--- src/rtl/bank_readout_serializer.sv ---
// bank_readout_serializer: snapshots NBANKS parallel banks on START and streams them out one per valid/ready transfer.
// Ports: CLK/RST (async, active-high) clock and reset; START begins a readout (sampled in IDLE only);
//        BANK_IN flattened banks, bank i at [i*WIDTH +: WIDTH]; OUT_DATA/OUT_IDX/OUT_VALID with OUT_READY
//        form the output stream; BUSY is high in SEND and DONE; DONE pulses one cycle after the last bank.
// Build option CHANGE_FILTER_EN: keep a per-bank history of the last transferred value and skip
//        banks that have not changed since their previous transfer.
module bank_readout_serializer #(
    parameter int WIDTH  = 5,
    parameter int NBANKS = 5,
    parameter int IDXW   = 3
) (
    input  logic                    CLK,
    input  logic                    RST,
    input  logic                    START,
    input  logic [NBANKS*WIDTH-1:0] BANK_IN,
    output logic [WIDTH-1:0]        OUT_DATA,
    output logic [IDXW-1:0]         OUT_IDX,
    output logic                    OUT_VALID,
    input  logic                    OUT_READY,
    output logic                    BUSY,
    output logic                    DONE
);
    typedef enum logic [1:0] {S_IDLE, S_SEND, S_DONE} state_t;
    state_t                         state_q, state_d;
    logic [IDXW-1:0]                idx_q, idx_d;
    logic [NBANKS-1:0][WIDTH-1:0]   shadow_q, shadow_d;
    logic [WIDTH-1:0]               out_data_q, out_data_d;
    logic [IDXW-1:0]                out_idx_q, out_idx_d;
    logic                           out_valid_q, out_valid_d;
    logic                           busy_q, busy_d;
    logic                           done_q, done_d;
    logic                           advance;
    logic                           changed;
`ifdef CHANGE_FILTER_EN
    logic [NBANKS-1:0][WIDTH-1:0]   hist_q, hist_d;
`endif
    always_comb begin
        state_d  = state_q;
        idx_d    = idx_q;
        shadow_d = shadow_q;
`ifdef CHANGE_FILTER_EN
        hist_d   = hist_q;
`endif
        // A presented bank advances on a handshake; a suppressed (unchanged) bank advances unconditionally.
        advance  = (state_q == S_SEND) && (out_valid_q ? OUT_READY : 1'b1);
        if (state_q == S_IDLE && START) begin
            shadow_d = BANK_IN;
            idx_d    = '0;
            state_d  = S_SEND;
        end
        if (advance) begin
`ifdef CHANGE_FILTER_EN
            if (out_valid_q)
                hist_d[idx_q] = shadow_q[idx_q];
`endif
            if (idx_q == IDXW'(NBANKS - 1)) begin
                idx_d   = '0;
                state_d = S_DONE;
            end else begin
                idx_d = idx_q + 1'b1;
            end
        end
        if (state_q == S_DONE)
            state_d = S_IDLE;
`ifdef CHANGE_FILTER_EN
        changed = shadow_d[idx_d] != hist_d[idx_d];
`else
        changed = 1'b1;
`endif
        // Outputs are registered copies of what the next state presents.
        out_valid_d = (state_d == S_SEND) && changed;
        out_data_d  = (state_d == S_SEND) ? shadow_d[idx_d] : '0;
        out_idx_d   = (state_d == S_SEND) ? idx_d : '0;
        busy_d      = state_d != S_IDLE;
        done_d      = state_d == S_DONE;
    end
    always_ff @(posedge CLK or posedge RST) begin
        if (RST) begin
            state_q     <= S_IDLE;
            idx_q       <= '0;
            shadow_q    <= '0;
`ifdef CHANGE_FILTER_EN
            hist_q      <= '0;
`endif
            out_data_q  <= '0;
            out_idx_q   <= '0;
            out_valid_q <= 1'b0;
            busy_q      <= 1'b0;
            done_q      <= 1'b0;
        end else begin
            state_q     <= state_d;
            idx_q       <= idx_d;
            shadow_q    <= shadow_d;
`ifdef CHANGE_FILTER_EN
            hist_q      <= hist_d;
`endif
            out_data_q  <= out_data_d;
            out_idx_q   <= out_idx_d;
            out_valid_q <= out_valid_d;
            busy_q      <= busy_d;
            done_q      <= done_d;
        end
    end
    assign OUT_DATA  = out_data_q;
    assign OUT_IDX   = out_idx_q;
    assign OUT_VALID = out_valid_q;
    assign BUSY      = busy_q;
    assign DONE      = done_q;
endmodule

--- config.mk ---
export PLATFORM = sky130hd
export DESIGN_NAME = bank_readout_serializer
export DESIGN_NICKNAME = d
export VERILOG_FILES = /design/src/rtl/bank_readout_serializer.sv
export SDC_FILE = /design/constraint.sdc
export NUM_CORES = 1
export LEC_CHECK = 0
export ABC_AREA = 1
export BUFFER_PORTS_ARGS = -buffer_cell sky130_fd_sc_hd__buf_2
export CORE_AREA = 2 2 60 76
export DETAILED_ROUTE_END_ITERATION = 8
export DIE_AREA = 0 0 62 78
export GPL_TIMING_DRIVEN = 0
export PLACE_DENSITY = 0.75
export SYNTH_ARGS = -nofsm -noshare
export SYNTH_HDL_FRONTEND = slang
export SYNTH_SLANG_ARGS = --single-unit
--- constraint.sdc ---
create_clock -name CLK -period 1.3 [get_ports CLK]
set_input_delay 0.13 -clock CLK [delete_from_list [all_inputs] [get_ports CLK]]
set_output_delay 0.13 -clock CLK [all_outputs]
set_load 0.02 [all_outputs]
# ---- Yosys cells after proc, flatten, opt, wreduce, memory -nomap -nowiden
# Index checks and enable logic that the tools add are counted.
# W data, S select, Z words.
dict set report word_totals {
  inputBits 29
  ff_bits 41
  wordCells 36
  output_inout_bits 11
}
dict set report op_classes {
  reduce_logical 4
  muxes 13
  order_cmp 1
  n_eq_ne 5
  addsub 1
}
# cell n
set ops {}
lappend ops {{$mux W25} 1}
lappend ops {{$bmux W5 S3} 1}
lappend ops {{$mux W3} 4}
lappend ops {{$mux W5} 2}
lappend ops {{$mux W2} 4}
lappend ops {{$eq A2 B1 Y1 const B} 2}
lappend ops {{$eq A2 B2 Y1 const B} 2}
lappend ops {{$lt A3 B4 Y1 const B} 1}
lappend ops {{$add A3 B1 Y3 const B} 1}
lappend ops {{$eq A3 B3 Y1 const B} 1}
lappend ops {{$logic_and A1 B1 Y1} 2}
lappend ops {{$logic_not A2 Y1} 1}
lappend ops {{$reduce_bool A2 Y1} 1}
lappend ops {{$mux W1} 1}

# ---- Logic depth before layout (Yosys ltp)
# Gate-level depths: netlist of the first run.
dict set report depth {
  word_depth 8
  depth_mapped 11
  mapped_depth_nobuf 11
}

# ---- Worst setup path before layout of the first run
# No wires, ideal clock.
dict set report synth_timing {
  path_type {flip-flop to flip-flop}
  start {reg state_q[0]}
  end {reg out_data_q[1], in the netlist OUT_DATA[1]}
  setup_ns 0.117
  t_arrival_ns 1.266
  required_ns 1.183
  setup_slack_ns -0.083
  path_buffers 2
  synth_period_minus_slack_ns 1.383
  path_stages_with_launch 11
  cell_sequence {dfrtp_1 nor2_4 nand2_2 buf_6 buf_6 nand2_1 nand2_1 nand2_1 nand3_1 nand3_1 nand2_1}
}
# item line_no
set synth_lines {}
lappend synth_lines {{from (decl)} 24} ;# state_t state_q, state_d;
lappend synth_lines {{from (signal assigned)} 91} ;# state_q <= state_d;
lappend synth_lines {{to (signal assigned)} 97} ;# out_data_q <= out_data_d;
lappend synth_lines {{to (decl)} 27} ;# logic [WIDTH-1:0] out_data_q, out_data_d;

# ---- Worst setup path after layout of the first run
dict set report layout_timing {
  start {reg state_q[0]}
  end {reg out_data_q[4], in the netlist OUT_DATA[4]}
}
dict set report layout_via {
  elab_chain_cells 8
  elab_cells_between_ends 16
  classes_between {eq/ne (3); mux (10); reduce/logical (3)}
}
# item line_no
set layout_lines {}
lappend layout_lines {{$logic_not A2 Y1} 46} ;# if (state_q == S_IDLE && START) begin
lappend layout_lines {{$logic_and A1 B1 Y1} 46}
lappend layout_lines {{$mux W2} 46}
lappend layout_lines {{$mux W2} 56} ;# if (idx_q == IDXW'(NBANKS - 1)) begin
lappend layout_lines {{$mux W2} 51} ;# if (advance) begin
lappend layout_lines {{$mux W2} 63} ;# if (state_q == S_DONE)
lappend layout_lines {{$eq A2 B1 Y1} 72} ;# out_data_d = (state_d == S_SEND) ? shadow_d[idx_d] : '0;
lappend layout_lines {{$mux W5 (*)} 72}
lappend layout_lines {{named net out_data_d[4]} 27}
# Mark *: on every way through the listed nets, which the timed path passes. The rest lies on a longest branch. The select of a mux whose other input is x is not followed.

==> results_dict.tcl, run 1 <==
set metrics [dict create \
    cts_buffers 5 \
    crit_arrival_ns 1.87 \
    dp.final_hpwl_um 2900 \
    violations "negative setup slack" \
    finalSetupViolations 18 \
    drt_iter0_drc 127 \
    syn_area_mm2 0.00192 \
    drc 0 \
    dieArea_mm2 0.00484 \
    p_leak_nw 1.59 \
    synth_seq_cells 41 \
    fmax_mhz 609 \
    cts.sinks 41 \
    post-route-min-period_ns 1.64 \
    antenna_found_initial 0 \
    cp_slowest_cell "dfrtp_2" \
    die_w_um 62 \
    syn_inst 232 \
    peakVddDrop_mv 0.855 \
    drive_above_1_share_pct 55.4 \
    clock_skew_ns 0.00318 \
    gp_congestion 0.769 \
    crit_path_start_kind "flop" \
    place.port_buffers 38 \
    grt_max_degree 42 \
    critPathCaptureType "flop" \
    drv_cap 0 \
    grt_pass1_wl_um 8560 \
    area_growth_pct 61.3 \
    avgRoutedWirePerCell_um 17.9 \
    nNetsFinal 344 \
    insertion_delay_ns 0.30 \
    crit_path_max_fanout 6 \
    finalHoldViolCount 0 \
    firstDrtPassIters 4 \
    synth_warnings 0 \
    n_fill_cell 244 \
    tns_ns -2.40 \
    synth.distinct_cells 20 \
    syn_nets 263 \
    grt_overflow 0 \
    p_per_area_mw_per_mm2 779 \
    run_status "complete, but fails checks" \
    max_stage_delay_ns 0.42 \
    diodes 0 \
    vias 1970 \
    top_layer "met4" \
    crit_type "reg2reg" \
    postRouteAntennaNets 0 \
    crit_family "simple AND/OR/NAND/NOR gates" \
    path_buf_inv 2 \
    hold_path.class "in2async" \
    slew_headroom_pct 43.8 \
    h-tree-depth 2 \
    whs_ns 0.00155 \
    drv_slew 0 \
    crit_required_ns 1.53 \
    fin_ws_ns -0.341 \
    rows 26 \
    tritoncts "done" \
    fin_crit_sh_pct 126 \
    vias_per_cell 5.32 \
    ioPinCount 40 \
    clk_pin_slew_ns 0.07 \
    worst_slew_pin_slew_ns 0.842 \
    syn_area_per_cell_um2 8.28 \
    path_cells "buf_6 -> nand2_4 -> nor2_4 -> buf_6 -> nand3_4 -> a21oi_4 -> nand2_1 -> nand2_1" \
    met3_length_um 382 \
    start_util_pct 47.3 \
    ys_seq_area_share_pct 53.4 \
    grt_pass1_vias 1835 \
    cts_buffer_depth 2 \
    rsz0062_at_grt "yes" \
    fp.dieH_um 78 \
    root_buffer "clkbuf_8" \
    wl_um 6610 \
    grt.total_usage_pct 24.7 \
    route.met2.wl_um 3350 \
    coreArea_mm2 0.00407 \
    met1_length_um 2410 \
]
state kept, by name (all words and copies together) (netlist names):
name and cells:
shadow_q 25, OUT_DATA 5, OUT_IDX 3, idx_q 3, state_q 2, BUSY 1
DONE 1, OUT_VALID 1
repair_timing:
item | in CTS | in global routing
hold buffers | 0 | 0
pin swaps | 34 | 31
setup buffers | 28 | 8
gates cloned | 6 | 0
endpoints found under the hold margin | 0 | 0
endpoints found under the setup margin | 29 | 18
resized for setup | 55 | 77
synthesized netlist by cell type:
| cell | instances | area (um2) |
|---|---|---|
| o21ai_1 | 1 | 5.00 |
| o21ai_2 | 1 | 8.76 |
| nor2_1 | 11 | 41.3 |
| nor2_2 | 1 | 6.26 |
| inv_2 | 1 | 3.75 |
| clkbuf_1 | 1 | 3.75 |
| dfrtp_1 | 41 | 1030 |
| o211ai_2 | 1 | 12.5 |
| a21oi_2 | 1 | 8.76 |
| buf_1 | 1 | 3.75 |
| o21ai_0 | 1 | 5.00 |
| nand3_1 | 46 | 230 |
| ha_1 | 2 | 25.0 |
| buf_2 | 4 | 20.0 |
| nand2_1 | 93 | 349 |
| buf_6 | 4 | 45.0 |
| nand2_2 | 7 | 43.8 |
| nor2_4 | 2 | 22.5 |
| inv_1 | 11 | 41.3 |
| nand3_2 | 2 | 20.0 |
worst register-to-register path, delay by kind of cell, from the launching register on:
family | cells | cell delay [ns]
compound gates | 1 | 0.28
flops | 1 | 0.42
buf+inv | 2 | 0.28
simple gates | 5 | 0.60
placed cells by master, fill, tap and decap left out, types with 2 or more instances in the layout:
master / n
nor2_2: 4
buf_8: 3
nand2_1: 58
inv_1: 5
nand3_1: 31
ha_4: 2
buf_2: 40
nand2_2: 20
nand3_2: 15
o21ai_4: 2
nor2_1: 4
nand2_4: 22
buf_12: 2
nor2_4: 6
buf_4: 16
buf_6: 19
clkbuf_8: 6
dfrtp_2: 3
clkbuf_1: 2
inv_2: 7
nand3_4: 2
dfrtp_1: 38
power by group:
part	internal (mW)	total (mW)	leakage, nW	switching, mW
combinational	0.0313	0.0853	0.974	0.0540
sequential	1.27	1.27	0.555	0
clock	0.626	1.05	0.0585	0.428
cell families (layout without fill, tap and decap cells):
logic type                 after synthesis  count (layout)  synth area share [%]
buffers and inverters                   22             103                  6.12
DFF                                     41              41                  53.4
adders and majority gates                2               2                  1.30
and+or+nand+nor                        162             163                  37.1
AOI/OAI and AO/OA                        5               5                  2.08
area by class of cell:
class	count	area, um2	share of cell area (%)
multi-input combinational	170	1180	38.2
clock inverter	1	30.0	0.969
clock buffer	7	86.3	2.79
tap	56	70.1	2.26
timing repair buffer	74	562	18.1
inverter	12	45.0	1.45
buffer	9	92.6	2.99
sequential	41	1030	33.2
worst paths after layout:
check                      slack (ns)     endpoint        start  depth (start not counted)
setup reg to reg                -0.34  OUT_DATA[4]   state_q[0]                          8
max in group asynchronous        0.73   state_q[1]          RST                          2
min in group CLK                 0.09  shadow_q[1]   BANK_IN[1]                          3
hold reg to reg                  0.47  shadow_q[1]  shadow_q[1]                          2
hold / removal                  0.002         BUSY          RST                          2
setup / recovery                -0.34  OUT_DATA[4]   state_q[0]                          8
layer usage:
layer,track usage [%],vias to the layer above
li1,-,902
met5,0,-
met2,40.3,101
met1,27.0,927
met4,17.2,0
met3,5.33,40
through the flow:
step	instance area, um2	setup WS (ns)	std cells	power, mW	utilization (%)
2_1_floorplan	1940	-0.0710	232	1.33	-
3_3_place_gp	2200	-0.379	326	1.38	54.0
3_5_place_dp	2200	-0.355	326	1.38	54.0
4_1_cts	2760	-0.163	365	2.42	67.8
5_1_grt	3100	-0.397	370	2.50	76.2
6_report	3100	-0.341	370	2.41	76.2
No activity file was read; power rests on OpenSTA's default activity.
==> inputs of run 2 (changes only) <==
--- a/config.mk
+++ b/config.mk
@@ -10,7 +10,6 @@
 export CORE_AREA = 2 2 60 76
 export DETAILED_ROUTE_END_ITERATION = 8
 export DIE_AREA = 0 0 62 78
-export GPL_TIMING_DRIVEN = 0
 export PLACE_DENSITY = 0.75
 export SYNTH_ARGS = -nofsm -noshare
 export SYNTH_HDL_FRONTEND = slang
==> run 2 against run 1 <==
  * The run still ends with negative setup slack left
  * Worst setup slack gained 0.14 ns
  * Combinational power grew 6.8%
  * Sequential share of layout area up 5.5 points
  * Count of clock-buffer cells in the layout fell by 2
  * Register-to-register slack better by 0.14 ns
  * Final cell count shrank 4.1%
  * Clock skew grew 0.0050 ns
  * Critical endpoint is now OUT_DATA[1]
  * Largest cell class is now registers
==> results_dict.tcl, run 2 (synthesis gave the netlist of run 1 again) <==
set metrics [dict create \
    post-place-ws_ns -0.201 \
    drc 0 \
    grt_overflow 0 \
    firstDrtPassIters 4 \
    crit_family "simple AND/OR/NAND/NOR gates" \
    drt_iter0_drc 21 \
    slew_headroom_pct 80.6 \
    grt_max_degree 42 \
    rows 26 \
    crit_required_ns 1.54 \
    start_util_pct 47.3 \
    h-tree-depth 2 \
    critPathCaptureType "flop" \
    clock_skew_ns 0.00821 \
    nNetsFinal 330 \
    vias 1703 \
    crit_type "reg2reg" \
    worst_slew_pin_slew_ns 0.291 \
    fin_ws_ns -0.205 \
    tritoncts "done" \
    max_stage_delay_ns 0.42 \
    grt_pass1_vias 1664 \
    area_growth_pct 38.5 \
    run_status "complete, but fails checks" \
    finalSetupViolations 10 \
    clk_pin_slew_ns 0.07 \
    hold_path.class "in2reg" \
    path_buf_inv 2 \
    final_cell_mix "nand2_1, buf_2, dfrtp_1" \
    drv_slew 0 \
    ioPinCount 40 \
    rsz0062_at_grt "yes" \
    cp_slowest_cell "dfrtp_1" \
    fin_crit_sh_pct 116 \
    fp.dieH_um 78 \
    vias_per_cell 4.80 \
    grt_pass1_wl_um 7420 \
    stdcell_area_mm2 0.00266 \
    regMostFlops "shadow_q" \
    place.port_buffers 39 \
    placed_area_mm2 0.00230 \
    avgRoutedWirePerCell_um 13.1 \
    cts_buffers 5 \
    dieArea_mm2 0.00484 \
    dp.final_hpwl_um 3010 \
    finalHoldViolCount 0 \
    peakVddDrop_mv 0.677 \
    fmax_mhz 665 \
    coreArea_mm2 0.00407 \
    p_leak_nw 1.45 \
    wl_um 4640 \
    p_per_area_mw_per_mm2 874 \
    antenna_found_initial 0 \
    root_buffer "clkbuf_8" \
    violations "negative setup slack" \
    layout_commonest_cell "nand2_1" \
    largest_reg_flops 25 \
    post-route-min-period_ns 1.50 \
    grt.total_usage_pct 20.8 \
    finalNonFillerCells 355 \
    insertion_delay_ns 0.30 \
    drv_cap 0 \
    gp_congestion 0.917 \
    crit_arrival_ns 1.74 \
    cts.sinks 41 \
    power_mw 2.33 \
    die_w_um 62 \
    dp_cells 338 \
    diodes 0 \
    crit_path_start_kind "flop" \
    crit_path_max_fanout 5 \
    cts_buffer_depth 2 \
    path_cells "inv_2 -> ha_2 -> nand2_2 -> inv_2 -> nor2_4 -> nand3_4 -> nand2_2 -> nor2_4 -> nand3_1 -> nand2_1" \
    post-route-util_pct 65.4 \
    drive_above_1_share_pct 42.5 \
    postRouteAntennaNets 0 \
]
-- run 2: changes by cell type in the layout (fill, tap and decap cells not counted), moves of 3 or more --
cell and delta:
buf_6 -10, buf_8 -3, nand2_1 +25, nand2_2 -8
nand2_4 -17, nand3_1 +6, nand3_2 -5
-- run 2: repair_timing --
item	4_1_cts	5_1_grt
hold buffers	1	0
setup endpoints to repair	9	11
hold endpoints to repair	41	0
setup buffers	5	3
pin swaps	12	15
cloned	2	0
resized for setup	27	25
-- run 2: metrics by stage --
step / hold slack, ns / setup TNS (ns)
CTS: 0.0877 / -0.821
detailed placement: 0.200 / -1.11
global route: 0.104 / -2.41
floorplan: 0.293 / -0.348
global placement: 0.195 / -0.751
finish: 0.0908 / -1.51
-- run 2: final timing paths --
kind / startpoint / endpoint / slack (ns) / depth (start not counted)
min in group asynchronous: RST / shadow_q[19] / 0.43 / 4
worst min register to register: shadow_q[2] / shadow_q[2] / 0.48 / 2
worst max register to register: idx_q[0] / OUT_DATA[1] / -0.20 / 10
worst max-delay path: idx_q[0] / OUT_DATA[1] / -0.20 / 10
max in group asynchronous: RST / OUT_VALID / 0.66 / 4
worst min-delay path: BANK_IN[18] / shadow_q[18] / 0.09 / 3
-- run 2: final cells by class --
cell class / instances / area, um2
Clock inverter: 2 / 35.0
Multi-Input combinational cell: 170 / 946
Inverter: 12 / 45.0
Tap cell: 56 / 70.1
Clock buffer: 5 / 68.8
Timing Repair Buffer: 69 / 467
Sequential cell: 41 / 1030
Fill cell: 331 / 1410
-- run 2: routing by layer --
metal	global-route usage, %	wire length (um)
met5	0	0
met1	24.6	1920
met4	10.6	159
met2	34.0	2400
met3	4.67	162
-- run 2: tightest hold or removal path, stage by stage --
cell     delay [ns]
buf_2          0.07
nand3_1        0.06
nand2_1        0.08
-- run 2: report_power, final --
part	switching, mW	internal [mW]
combinational	0.0509	0.0402
clock	0.403	0.557
sequential	0	1.27
